**src/rtl/reg_writeback_pkg.sv**
```systemverilog
// ---------------------------------------------------------------------------
// reg_writeback_pkg
//   Shared types and constants for the register-file write-back slice.
//   - REG_IDX_W : width of an architectural register index
//   - REG_X0    : index of the hard-wired zero register
//   - wbreq_t   : a completed result (destination + value) awaiting write-back
//   - port_e    : identifies the result port that last won arbitration
// ---------------------------------------------------------------------------
package reg_writeback_pkg;

  localparam int REG_IDX_W = 5;
  localparam int WB_XLEN   = 32;

  localparam logic [REG_IDX_W-1:0] REG_X0 = {REG_IDX_W{1'b0}};

  typedef struct packed {
    logic [REG_IDX_W-1:0] rd;
    logic [WB_XLEN-1:0]   data;
  } wbreq_t;

  typedef enum logic {
    PORT_A = 1'b0,
    PORT_B = 1'b1
  } port_e;

  // True when the index names the zero register, which is never written.
  function automatic logic is_x0(input logic [REG_IDX_W-1:0] rd);
    return (rd == REG_X0);
  endfunction

endpackage

```
**src/rtl/reg_writeback_if.sv**
```systemverilog
// ---------------------------------------------------------------------------
// reg_writeback_if
//   One result channel (valid/ready handshake) from a producer unit to the
//   write-back block. A transfer happens on a cycle where valid && ready.
//   Signals:
//     valid : producer has a completed result (held stable until accepted)
//     rd    : destination register index
//     data  : result value
//     ready : write-back accepts the result this cycle
//   Modports: master = producer side, slave = write-back side.
// ---------------------------------------------------------------------------
interface reg_writeback_if
  import reg_writeback_pkg::*;
#(
  parameter int XLEN = 32
);

  logic                 valid;
  logic [REG_IDX_W-1:0] rd;
  logic [XLEN-1:0]      data;
  logic                 ready;

  modport master (output valid, output rd, output data, input ready);
  modport slave  (input valid, input rd, input data, output ready);

endinterface

```
**src/rtl/reg_writeback_rr_arb2.sv**
```systemverilog
// ---------------------------------------------------------------------------
// reg_writeback_rr_arb2
//   Two-way round-robin arbiter. A single requester is always granted; when
//   both request, the one not granted last wins. The last-grant flop only
//   moves on a real grant and resets to B so that A wins the first tie.
//   Ports:
//     clk, rstn : clock, asynchronous active-low reset
//     req[1:0]  : requests, bit 0 = port A, bit 1 = port B
//     gnt[1:0]  : one-hot grant (combinational from req and last-grant)
// ---------------------------------------------------------------------------
module reg_writeback_rr_arb2
  import reg_writeback_pkg::*;
(
  input  logic       clk,
  input  logic       rstn,
  input  logic [1:0] req,
  output logic [1:0] gnt
);

  port_e last_r;

  // Grant selection: lone requester wins, a tie goes to the port not granted last.
  always_comb begin
    gnt = 2'b00;
    case (req)
      2'b01:   gnt = 2'b01;
      2'b10:   gnt = 2'b10;
      2'b11:   gnt = (last_r == PORT_B) ? 2'b01 : 2'b10;
      default: gnt = 2'b00;
    endcase
  end

  // Last-grant history, updated only when a grant is actually given.
  always_ff @(posedge clk or negedge rstn) begin
    if (!rstn) begin
      last_r <= PORT_B;
    end else if (gnt[1]) begin
      last_r <= PORT_B;
    end else if (gnt[0]) begin
      last_r <= PORT_A;
    end
  end

endmodule

```
**src/rtl/reg_writeback.sv**
```systemverilog
// ---------------------------------------------------------------------------
// reg_writeback
//   Write side of the register file. Arbitrates completed results from the
//   execution unit (port a) and the memory unit (port b) onto the single,
//   registered regf write port, and keeps a per-register pending scoreboard
//   that decode queries for RAW/WAW stalls.
//   Ports:
//     clk, rstn          : clock, asynchronous active-low reset
//     issue_valid/rd     : decode issues an instruction that will write rd
//     issue_ready        : issue accepted (no WAW conflict on rd)
//     q_rs1, q_rs2       : decode source-operand queries
//     hazard             : a queried source has a pending write
//     a, b               : result channels (exec, mem), slave side
//     w_enable/addr/data : registered regf write port
// ---------------------------------------------------------------------------
module reg_writeback
  import reg_writeback_pkg::*;
#(
  parameter int XLEN = 32,
  parameter int NREG = 32
) (
  input  logic                 clk,
  input  logic                 rstn,
  input  logic                 issue_valid,
  input  logic [REG_IDX_W-1:0] issue_rd,
  output logic                 issue_ready,
  input  logic [REG_IDX_W-1:0] q_rs1,
  input  logic [REG_IDX_W-1:0] q_rs2,
  output logic                 hazard,
  reg_writeback_if.slave       a,
  reg_writeback_if.slave       b,
  output logic                 w_enable,
  output logic [REG_IDX_W-1:0] w_addr,
  output logic [XLEN-1:0]      w_data
);

  logic [1:0]           req_s;
  logic [1:0]           gnt_s;
  wbreq_t               sel_s;
  logic                 wr_fire_s;
  logic                 issue_ready_s;
  logic                 issue_fire_s;
  logic                 hazard_s;
  logic [NREG-1:0]      busy_r;
  logic [NREG-1:0]      busy_nxt_s;
  logic                 w_enable_r;
  logic [REG_IDX_W-1:0] w_addr_r;
  logic [XLEN-1:0]      w_data_r;

  assign req_s = {b.valid, a.valid};

  reg_writeback_rr_arb2 u_arb (
    .clk  (clk),
    .rstn (rstn),
    .req  (req_s),
    .gnt  (gnt_s)
  );

  assign a.ready = gnt_s[0];
  assign b.ready = gnt_s[1];

  // Result mux: forward the granted port's destination and value.
  always_comb begin
    sel_s = '{rd: a.rd, data: a.data};
    if (gnt_s[1]) begin
      sel_s = '{rd: b.rd, data: b.data};
    end else begin
      sel_s = '{rd: a.rd, data: a.data};
    end
  end

  // A granted result to x0 is consumed but never reaches regf.
  assign wr_fire_s = (|gnt_s) && !is_x0(sel_s.rd);

  // WAW check on issue; x0 never stalls.
  always_comb begin
    issue_ready_s = 1'b1;
    if (issue_valid && !is_x0(issue_rd)) begin
      issue_ready_s = ~busy_r[issue_rd];
    end else begin
      issue_ready_s = 1'b1;
    end
  end

  assign issue_fire_s = issue_valid && issue_ready_s && !is_x0(issue_rd);

  // RAW check for decode source operands.
  always_comb begin
    hazard_s = 1'b0;
    if ((!is_x0(q_rs1) && busy_r[q_rs1]) || (!is_x0(q_rs2) && busy_r[q_rs2])) begin
      hazard_s = 1'b1;
    end else begin
      hazard_s = 1'b0;
    end
  end

  // Scoreboard next state. A pending bit clears only after its regf write
  // cycle; issue of that same rd is refused while the bit is still set, so
  // the set and clear can never target one register on the same edge.
  always_comb begin
    busy_nxt_s = busy_r;
    if (w_enable_r) begin
      busy_nxt_s[w_addr_r] = 1'b0;
    end else begin
      busy_nxt_s[w_addr_r] = busy_r[w_addr_r];
    end
    if (issue_fire_s) begin
      busy_nxt_s[issue_rd] = 1'b1;
    end else begin
      busy_nxt_s[issue_rd] = busy_nxt_s[issue_rd];
    end
    busy_nxt_s[0] = 1'b0;
  end

  // Scoreboard register.
  always_ff @(posedge clk or negedge rstn) begin
    if (!rstn) begin
      busy_r <= {NREG{1'b0}};
    end else begin
      busy_r <= busy_nxt_s;
    end
  end

  // regf write port register; address and data hold when nothing is written.
  always_ff @(posedge clk or negedge rstn) begin
    if (!rstn) begin
      w_enable_r <= 1'b0;
      w_addr_r   <= REG_X0;
      w_data_r   <= {XLEN{1'b0}};
    end else begin
      w_enable_r <= wr_fire_s;
      if (wr_fire_s) begin
        w_addr_r <= sel_s.rd;
        w_data_r <= sel_s.data;
      end
    end
  end

  assign issue_ready = issue_ready_s;
  assign hazard      = hazard_s;
  assign w_enable    = w_enable_r;
  assign w_addr      = w_addr_r;
  assign w_data      = w_data_r;

endmodule

```
**src/flat_wrapper.sv**
```systemverilog
// flat-port wrapper written by rule: the top's interface ports become plain ports
module reg_writeback_flat import reg_writeback_pkg::*;
#(
  parameter int XLEN = 32,
  parameter int NREG = 32
)
  (clk, rstn, issue_valid, issue_rd, issue_ready, q_rs1, q_rs2, hazard, w_enable, w_addr, w_data, a_valid, a_rd, a_data, a_ready, b_valid, b_rd, b_data, b_ready);
  reg_writeback_if #(.XLEN(XLEN)) a_i ();
  reg_writeback_if #(.XLEN(XLEN)) b_i ();
  input  logic clk;
  input  logic rstn;
  input  logic issue_valid;
  input  logic [REG_IDX_W-1:0] issue_rd;
  output logic issue_ready;
  input  logic [REG_IDX_W-1:0] q_rs1;
  input  logic [REG_IDX_W-1:0] q_rs2;
  output logic hazard;
  output logic w_enable;
  output logic [REG_IDX_W-1:0] w_addr;
  output logic [XLEN-1:0] w_data;
  input wire logic [$bits(a_i.valid)-1:0] a_valid;
  input wire logic [$bits(a_i.rd)-1:0] a_rd;
  input wire logic [$bits(a_i.data)-1:0] a_data;
  output wire logic [$bits(a_i.ready)-1:0] a_ready;
  input wire logic [$bits(b_i.valid)-1:0] b_valid;
  input wire logic [$bits(b_i.rd)-1:0] b_rd;
  input wire logic [$bits(b_i.data)-1:0] b_data;
  output wire logic [$bits(b_i.ready)-1:0] b_ready;
  assign a_i.valid = a_valid;
  assign a_i.rd = a_rd;
  assign a_i.data = a_data;
  assign a_ready = a_i.ready;
  assign b_i.valid = b_valid;
  assign b_i.rd = b_rd;
  assign b_i.data = b_data;
  assign b_ready = b_i.ready;
  reg_writeback #(.XLEN(XLEN), .NREG(NREG)) u_core (.clk(clk), .rstn(rstn), .issue_valid(issue_valid), .issue_rd(issue_rd), .issue_ready(issue_ready), .q_rs1(q_rs1), .q_rs2(q_rs2), .hazard(hazard), .a(a_i), .b(b_i), .w_enable(w_enable), .w_addr(w_addr), .w_data(w_data));
endmodule
```
**config.mk**
```make
export PLATFORM = sky130hd
export DESIGN_NAME = reg_writeback_flat
export DESIGN_NICKNAME = d
export VERILOG_FILES = /design/src/rtl/reg_writeback_pkg.sv /design/src/rtl/reg_writeback_if.sv /design/src/rtl/reg_writeback_rr_arb2.sv /design/src/rtl/reg_writeback.sv /design/src/flat_wrapper.sv
export SDC_FILE = /design/constraint.sdc
export NUM_CORES = 1
export LEC_CHECK = 0
export ABC_CLOCK_PERIOD_IN_PS = 2300
export CORE_ASPECT_RATIO = 0.7
export CORE_MARGIN = 4
export CORE_UTILIZATION = 45
export DETAILED_ROUTE_END_ITERATION = 16
export GPL_TIMING_DRIVEN = 0
export PLACE_DENSITY = 0.76
export SLEW_MARGIN = 15
export SYNTH_ARGS = -nofsm -noshare
export SYNTH_HDL_FRONTEND = slang
export SYNTH_SLANG_ARGS = --single-unit
export TNS_END_PERCENT = 10
```
**constraint.sdc**
```tcl
create_clock -name clk -period 2.3 [get_ports clk]
set_input_delay 0.345 -clock clk [delete_from_list [all_inputs] [get_ports clk]]
set_output_delay 0.345 -clock clk [all_outputs]
set_load 0.03 [all_outputs]
```
==> results of run 1 <==
-- layout by cell type, fill, tap and decap left out, types with 4 or more instances in the layout --
| cell | count |
|---|---|
| nor2_1 | 54 |
| nand3_1 | 8 |
| o21ai_2 | 4 |
| clkbuf_16 | 9 |
| nor2b_1 | 7 |
| buf_2 | 6 |
| nand3b_1 | 5 |
| clkbuf_1 | 16 |
| buf_4 | 33 |
| buf_8 | 4 |
| a22oi_1 | 4 |
| clkbuf_2 | 5 |
| buf_6 | 11 |
| mux4_2 | 27 |
| a21oi_1 | 52 |
| nand2_1 | 48 |
| a221oi_1 | 4 |
| mux2i_1 | 59 |
| o21ai_0 | 23 |
| a31oi_1 | 16 |
| a22o_1 | 4 |
| dfrtp_2 | 15 |
| nor3b_2 | 4 |
| o21ai_1 | 6 |
| a41oi_2 | 4 |
| mux2_2 | 8 |
| clkdlybuf4s50_1 | 123 |
| nor3_1 | 9 |
| dfrtp_1 | 54 |
| inv_1 | 7 |
-- sequential cells by signal, indices dropped and copies added (netlist names) --
name,count
u_core.busy_r,31
u_core.u_arb.last_r,1
u_core.w_addr,5
u_core.w_data,32
u_core.w_enable,1
-- how the worst min path moves through the flow --
stage / end / slack (ps) / start
global route: u_core.w_data[23]$_DFFE_PN0P_ / 480 / rstn
global placement: u_core.u_arb.last_r$_DFFE_PN1P_ / 490 / u_core.u_arb.last_r$_DFFE_PN1P_
detailed placement: u_core.w_data[23]$_DFFE_PN0P_ / 260 / rstn
floorplan: u_core.busy_r[10]$_DFF_PN0_ / 50 / rstn
finish: u_core.busy_r[3]$_DFF_PN0_ / 460 / rstn
CTS: u_core.busy_r[3]$_DFF_PN0_ / 450 / rstn
-- metal layers --
metal  share of wire, %  vias to the layer above
met1                 39                     2776
met3                 14                       83
met2                 44                      443
li1                   -                     2456
met4                2.9                        0
met5                  0                        -
-- where the power goes --
| part | switching, W | total [W] | internal [W] | leakage [nW] |
|---|---|---|---|---|
| combinational | 0.00192 | 0.00375 | 0.00183 | 2.15 |
| clock | 0.000570 | 0.00144 | 0.000870 | 0.142 |
| sequential | 0.000626 | 0.00227 | 0.00164 | 0.785 |
| total | 0.00312 | 0.00746 | 0.00434 | 3.07 |
-- stage by stage --
stage | hold WS [ps] | std cells | setup WS (ps)
CTS | 448 | 886 | -234
global placement | 492 | 840 | -1770
global route | 482 | 890 | -445
finish | 457 | 890 | -367
detailed placement | 261 | 841 | -1410
floorplan | 49.4 | 557 | -153
-- area by class of cell --
cell class	count	share of cell area [%]
timing repair buffer	165	21.2
clock buffer	11	3.11
multi-input combinational	433	45.1
sequential	70	22.7
tap	153	2.46
buffer	46	4.25
clock inverter	5	0.755
inverter	7	0.337
-- repair_timing --
action | CTS | global route
endpoints found under the hold margin | 20 | 0
gates resized for setup | 125 | 22
pin swaps | 16 | 10
setup buffers | 27 | 4
setup endpoints to repair | 52 | 37
cloned | 2 | 0
hold buffers | 1 | 0
-- logic make-up (layout without fill, tap and decap cells) --
kind of cell | after synthesis | after routing | synth area share [%]
AND/OR/NAND/NOR | 173 | 173 | 15.8
AO/OA/AOI/OAI | 162 | 162 | 20.4
multiplexers | 95 | 95 | 24.9
flip-flops | 70 | 70 | 33.5
buffers and inverters | 54 | 234 | 4.86
XOR/XNOR | 3 | 3 | 0.502
==> flow_metrics.py, run 1 <==
metrics = {
    "final_layout": {
        "final_nets": 826,
        "multi_input_area_mm2": 0.00352,
        "insertedDiodeCount": 0,
        "nFillCells": 833,
        "drive_above_1_share_pct": 25.9,
        "area_delta_synth_final_pct": 49.0,
        "final_util_pct": 69.8,
        "postLayoutCellArea_mm2": 0.00779,
        "register_area_mm2": 0.00177,
    },
    "synthesis": {
        "seq_area_frac_synth_pct": 33.5,
        "syn-num-nets": 651,
        "ys_top_cells_by_area": "dfrtp_1 (33%), mux2i_1 (11%), mux4_2 (11%)",
        "yosys_warnings": 0,
        "yosysMostFrequentCell": "dfrtp_1",
        "synth_seq_cells": 70,
        "netlist_top_cells_count": "dfrtp_1 (69), mux2i_1 (59), nor2_1 (57), a21oi_1 (55), nand2_1 (50)",
        "ys_types": 68,
        "async_flop_share_pct": 100,
        "synth_top_area_share_pct": 33.0,
        "netlist_area_mm2": 0.00523,
        "syn-instance-count": 557,
        "synth_edf_count": 0,
        "syn_avg_cell_area_um2": 9.39,
        "synth-main-ff-cell": "dfrtp_1",
        "synth_top_area_cell": "dfrtp_1",
    },
    "route": {
        "num_vias": 5758,
        "route.detailed.drc": 0,
        "wl_per_cell_um": 25.4,
        "ant_nets": 0,
        "drt_iter0_drc": 831,
        "dr.pass1.iters": 7,
        "wl_um": 22600,
        "vias_per_cell": 6.47,
    },
    "critical_path": {
        "crit_slowest_cell": "dfrtp_2",
        "cp_num_buf_inv": 2,
        "r2r_slack_ps": -370,
        "cpPeakStageDelay_ps": 470,
        "critPathCapture": "u_core.busy_r[24]$_DFF_PN0_",
        "r2r-start": "u_core.w_addr[3]$_DFFE_PN0P_",
        "cp.depth": 10,
        "cp_cell_sequence": "buf_4 > or3b_4 > o21ai_2 > o22ai_1 > a41oi_1 > nand4_1 > a21oi_4 > buf_6 > nor2b_4 > a31oi_1",
        "path_delay_family": "simple AND/OR/NAND/NOR gates",
        "reg2regPathDepth": 10,
        "path_max_fanout": 10,
        "start_kind": "flop",
        "crit_type": "reg -> reg",
        "crit_start": "u_core.w_addr[3]$_DFFE_PN0P_",
        "cp-end-kind": "flop",
        "crit_arrival_ps": 2850,
        "r2r-end": "u_core.busy_r[24]$_DFF_PN0_",
        "required_ps": 2480,
    },
    "timing": {
        "setup_ws_ps": -367,
        "post-route-period-util_pct": 116,
        "hold_viol": 0,
        "setup_tns_ps": -9550,
        "tightest_slew_ps": 898,
        "setup_violations": 33,
        "fin_crit_ps": 2670,
        "slew_violations": 0,
        "relSlewSlack_pct": 40.1,
        "rsz0062_at_grt": "yes",
        "skew_ps": 11.5,
        "fmax_mhz": 375,
    },
    "clock_network": {
        "clk_latency_ps": 340,
        "cts_tree": "built",
        "cts_buffers": 9,
        "cts_root_buf": "clkbuf_16",
        "cts.sinks": 70,
        "clk_pin_slew_ps": 70,
        "clk_path_buf_depth": 2,
        "htreeDepth": 3,
    },
    "grt": {
        "overflow": 0,
        "grt_pass1_wl_um": 33900,
        "grt_max_degree": 51,
        "antenna_found_initial": 0,
        "use_met3_pct": 13.6,
        "gr-usage-met1_pct": 46.4,
        "top_usage_layer": "met2",
        "grtUsageTotal_pct": 33.8,
        "grt_pass1_vias": 5780,
        "met2_usage_pct": 50.0,
    },
    "flow_run": {
        "max_cap_violations": 0,
    },
    "placement": {
        "place_congestion": 1.03,
        "io_buffers": 130,
        "placed_area_mm2": 0.00675,
        "place_hpwl_um": 16300,
    },
    "die": {
        "core_mm2": 0.0112,
        "io_pins": 136,
        "die_w_um": 137,
        "dieArea_mm2": 0.0134,
        "num_rows": 32,
        "start_util_pct": 46.8,
        "die_h_um": 98.2,
    },
    "status": {
        "violations": "setup timing",
        "outcome": "complete, but fails checks",
    },
    "pwr": {
        "power_w": 0.00746,
        "powerDensity_mw_per_mm2": 957,
        "p_leak_nw": 3.07,
        "peakVddDrop_v": 0.000630,
    },
    "worst_hold_path": {
        "hold_class": "in -> async",
    },
}
No activity file was read; power rests on OpenSTA's default activity.
==> inputs of run 2 (changes only) <==
- SLEW_MARGIN: 15 -> unset
==> run 2 against run 1 <==
The run still ends with setup timing left. Utilization shrank 0.39 points. Sequential share of layout area grew 0.13 points. Clock skew shrank 2.7 ps. Via count shrank 1.0%. Non-clock buffer count grew 4. Fmax grew 2.7%. Power shrank 1.8%. Sequential power is essentially flat. Combinational power shrank 2%. Critical endpoint is now u_core.busy_r[17]$_DFF_PN0_. Highest routed layer unchanged.
==> flow_metrics.py, run 2 (same netlist as run 1, synthesis figures left out) <==
metrics = {
    "final_layout": {
        "layout_commonest_cell": "clkdlybuf4s50_1",
        "final_cell_mix": "clkdlybuf4s50_1 (123), mux2i_1 (58), nor2_1 (54), a21oi_1 (54), dfrtp_1 (54)",
        "insertedDiodeCount": 0,
        "postLayoutCellArea_mm2": 0.00775,
        "register_area_mm2": 0.00177,
        "stdcell_count": 894,
        "largest_register_ffs": 32,
        "nFillCells": 866,
        "final_nets": 830,
        "multi_input_area_mm2": 0.00347,
        "area_delta_synth_final_pct": 48.2,
        "final_util_pct": 69.4,
        "drive_above_1_share_pct": 25.6,
    },
    "critical_path": {
        "cp.depth": 11,
        "required_ps": 2480,
        "path_max_fanout": 10,
        "crit_slowest_cell": "dfrtp_2",
        "start_kind": "flop",
        "path_delay_family": "compound AO/OA/AOI/OAI gates",
        "crit_type": "reg -> reg",
        "crit_arrival_ps": 2780,
        "cp_cell_sequence": "buf_8 > buf_8 > mux4_2 > nand2b_4 > a22oi_2 > buf_4 > a21oi_4 > a21oi_4 > buf_4 > and3b_2 > a22oi_1",
        "reg2regPathDepth": 11,
        "cp-end-kind": "flop",
        "cp_num_buf_inv": 4,
        "cpPeakStageDelay_ps": 430,
    },
    "timing": {
        "tightest_slew_ps": 922,
        "setup_ws_ps": -296,
        "skew_ps": 8.80,
        "hold_viol": 0,
        "rsz0062_at_grt": "yes",
        "post-route-period-util_pct": 113,
        "setup_violations": 33,
        "slew_violations": 0,
        "relSlewSlack_pct": 38.5,
        "fin_crit_ps": 2600,
        "fmax_mhz": 385,
    },
    "placement": {
        "place_inst": 840,
        "place_hpwl_um": 16400,
        "place_worst_setup_slack_ps": -1380,
        "place_congestion": 1.03,
        "placed_area_mm2": 0.00672,
        "io_buffers": 130,
    },
    "grt": {
        "antenna_found_initial": 0,
        "grtUsageTotal_pct": 34.0,
        "grt_pass1_wl_um": 34000,
        "grt_pass1_vias": 5734,
        "grt_max_degree": 71,
        "overflow": 0,
    },
    "pwr": {
        "powerDensity_mw_per_mm2": 946,
        "p_leak_nw": 3.08,
        "peakVddDrop_v": 0.000524,
    },
    "route": {
        "ant_nets": 0,
        "route.detailed.drc": 0,
        "drt_iter0_drc": 654,
        "vias_per_cell": 6.37,
        "wl_um": 22700,
        "num_vias": 5699,
        "dr.pass1.iters": 6,
        "wl_per_cell_um": 25.3,
    },
    "clock_network": {
        "clk_pin_slew_ps": 60,
        "cts_tree": "built",
        "cts_hold_buf": 0,
        "cts_root_buf": "clkbuf_16",
        "clk_path_buf_depth": 2,
        "cts_buffers": 9,
        "htreeDepth": 3,
        "clk_latency_ps": 350,
        "cts.sinks": 70,
    },
    "die": {
        "die_h_um": 98.2,
        "start_util_pct": 46.8,
        "die_w_um": 137,
        "io_pins": 136,
        "num_rows": 32,
        "core_mm2": 0.0112,
        "dieArea_mm2": 0.0134,
    },
    "flow_run": {
        "max_cap_violations": 0,
    },
    "status": {
        "violations": "setup timing",
        "outcome": "complete, but fails checks",
    },
    "worst_hold_path": {
        "hold_class": "in -> async",
    },
}
run 2: routing by layer:
metal  up-vias  share of wire, %  GRT usage, %
li1       2473                 -             -
met1      2810                41          47.6
met2       366                44          48.5
met3        50                13          13.7
met4         0               2.3          10.2
met5         -                 0             0
run 2: cell type report:
| class | count | area share (%) |
|---|---|---|
| multi-input cells | 433 | 44.7 |
| well taps | 153 | 2.47 |
| repair buffers | 169 | 21.4 |
| clock buffers | 10 | 3.08 |
| plain buffers | 46 | 4.47 |
| flip-flops and latches | 70 | 22.9 |
| clock inverters | 6 | 0.662 |
| inverters | 7 | 0.339 |
run 2: path summary, 6_finish.rpt:
check	startpoint	to	slack, ps
setup / recovery	u_core.w_addr[1]$_DFFE_PN0P_	u_core.busy_r[17]$_DFF_PN0_	-300
hold / removal	rstn	u_core.w_data[23]$_DFFE_PN0P_	120
setup reg to reg	u_core.w_addr[1]$_DFFE_PN0P_	u_core.busy_r[17]$_DFF_PN0_	-300
hold reg to reg	u_core.u_arb.last_r$_DFFE_PN1P_	u_core.u_arb.last_r$_DFFE_PN1P_	510
max in group asynchronous	rstn	u_core.busy_r[11]$_DFF_PN0_	1500
min in group clk	u_core.u_arb.last_r$_DFFE_PN1P_	u_core.u_arb.last_r$_DFFE_PN1P_	510
run 2: what timing repair did:
action,in CTS,in global routing
pin swaps,17,8
setup buffers,34,4
endpoints found under the hold margin,0,0
endpoints found under the setup margin,53,43
resized for setup,123,21
cloned,1,0
run 2: report_power, final:
part	total (W)	switching, W	internal (W)
clock network	0.00139	0.000615	0.000776
logic	0.00367	0.00187	0.00180
registers	0.00227	0.000625	0.00164
total	0.00733	0.00311	0.00421
run 2: per-stage QoR:
| stage | hold slack, ps | TNS, ps | total power, W |
|---|---|---|---|
| after CTS | 156 | -5040 | 0.00712 |
| after floorplan | 49.4 | -1610 | 0.00403 |
| after global placement | 492 | -156170 | 0.00523 |
| after global routing | 195 | -9360 | 0.00761 |
| final | 123 | -7290 | 0.00733 |
| after detailed placement | 508 | -53490 | 0.00529 |
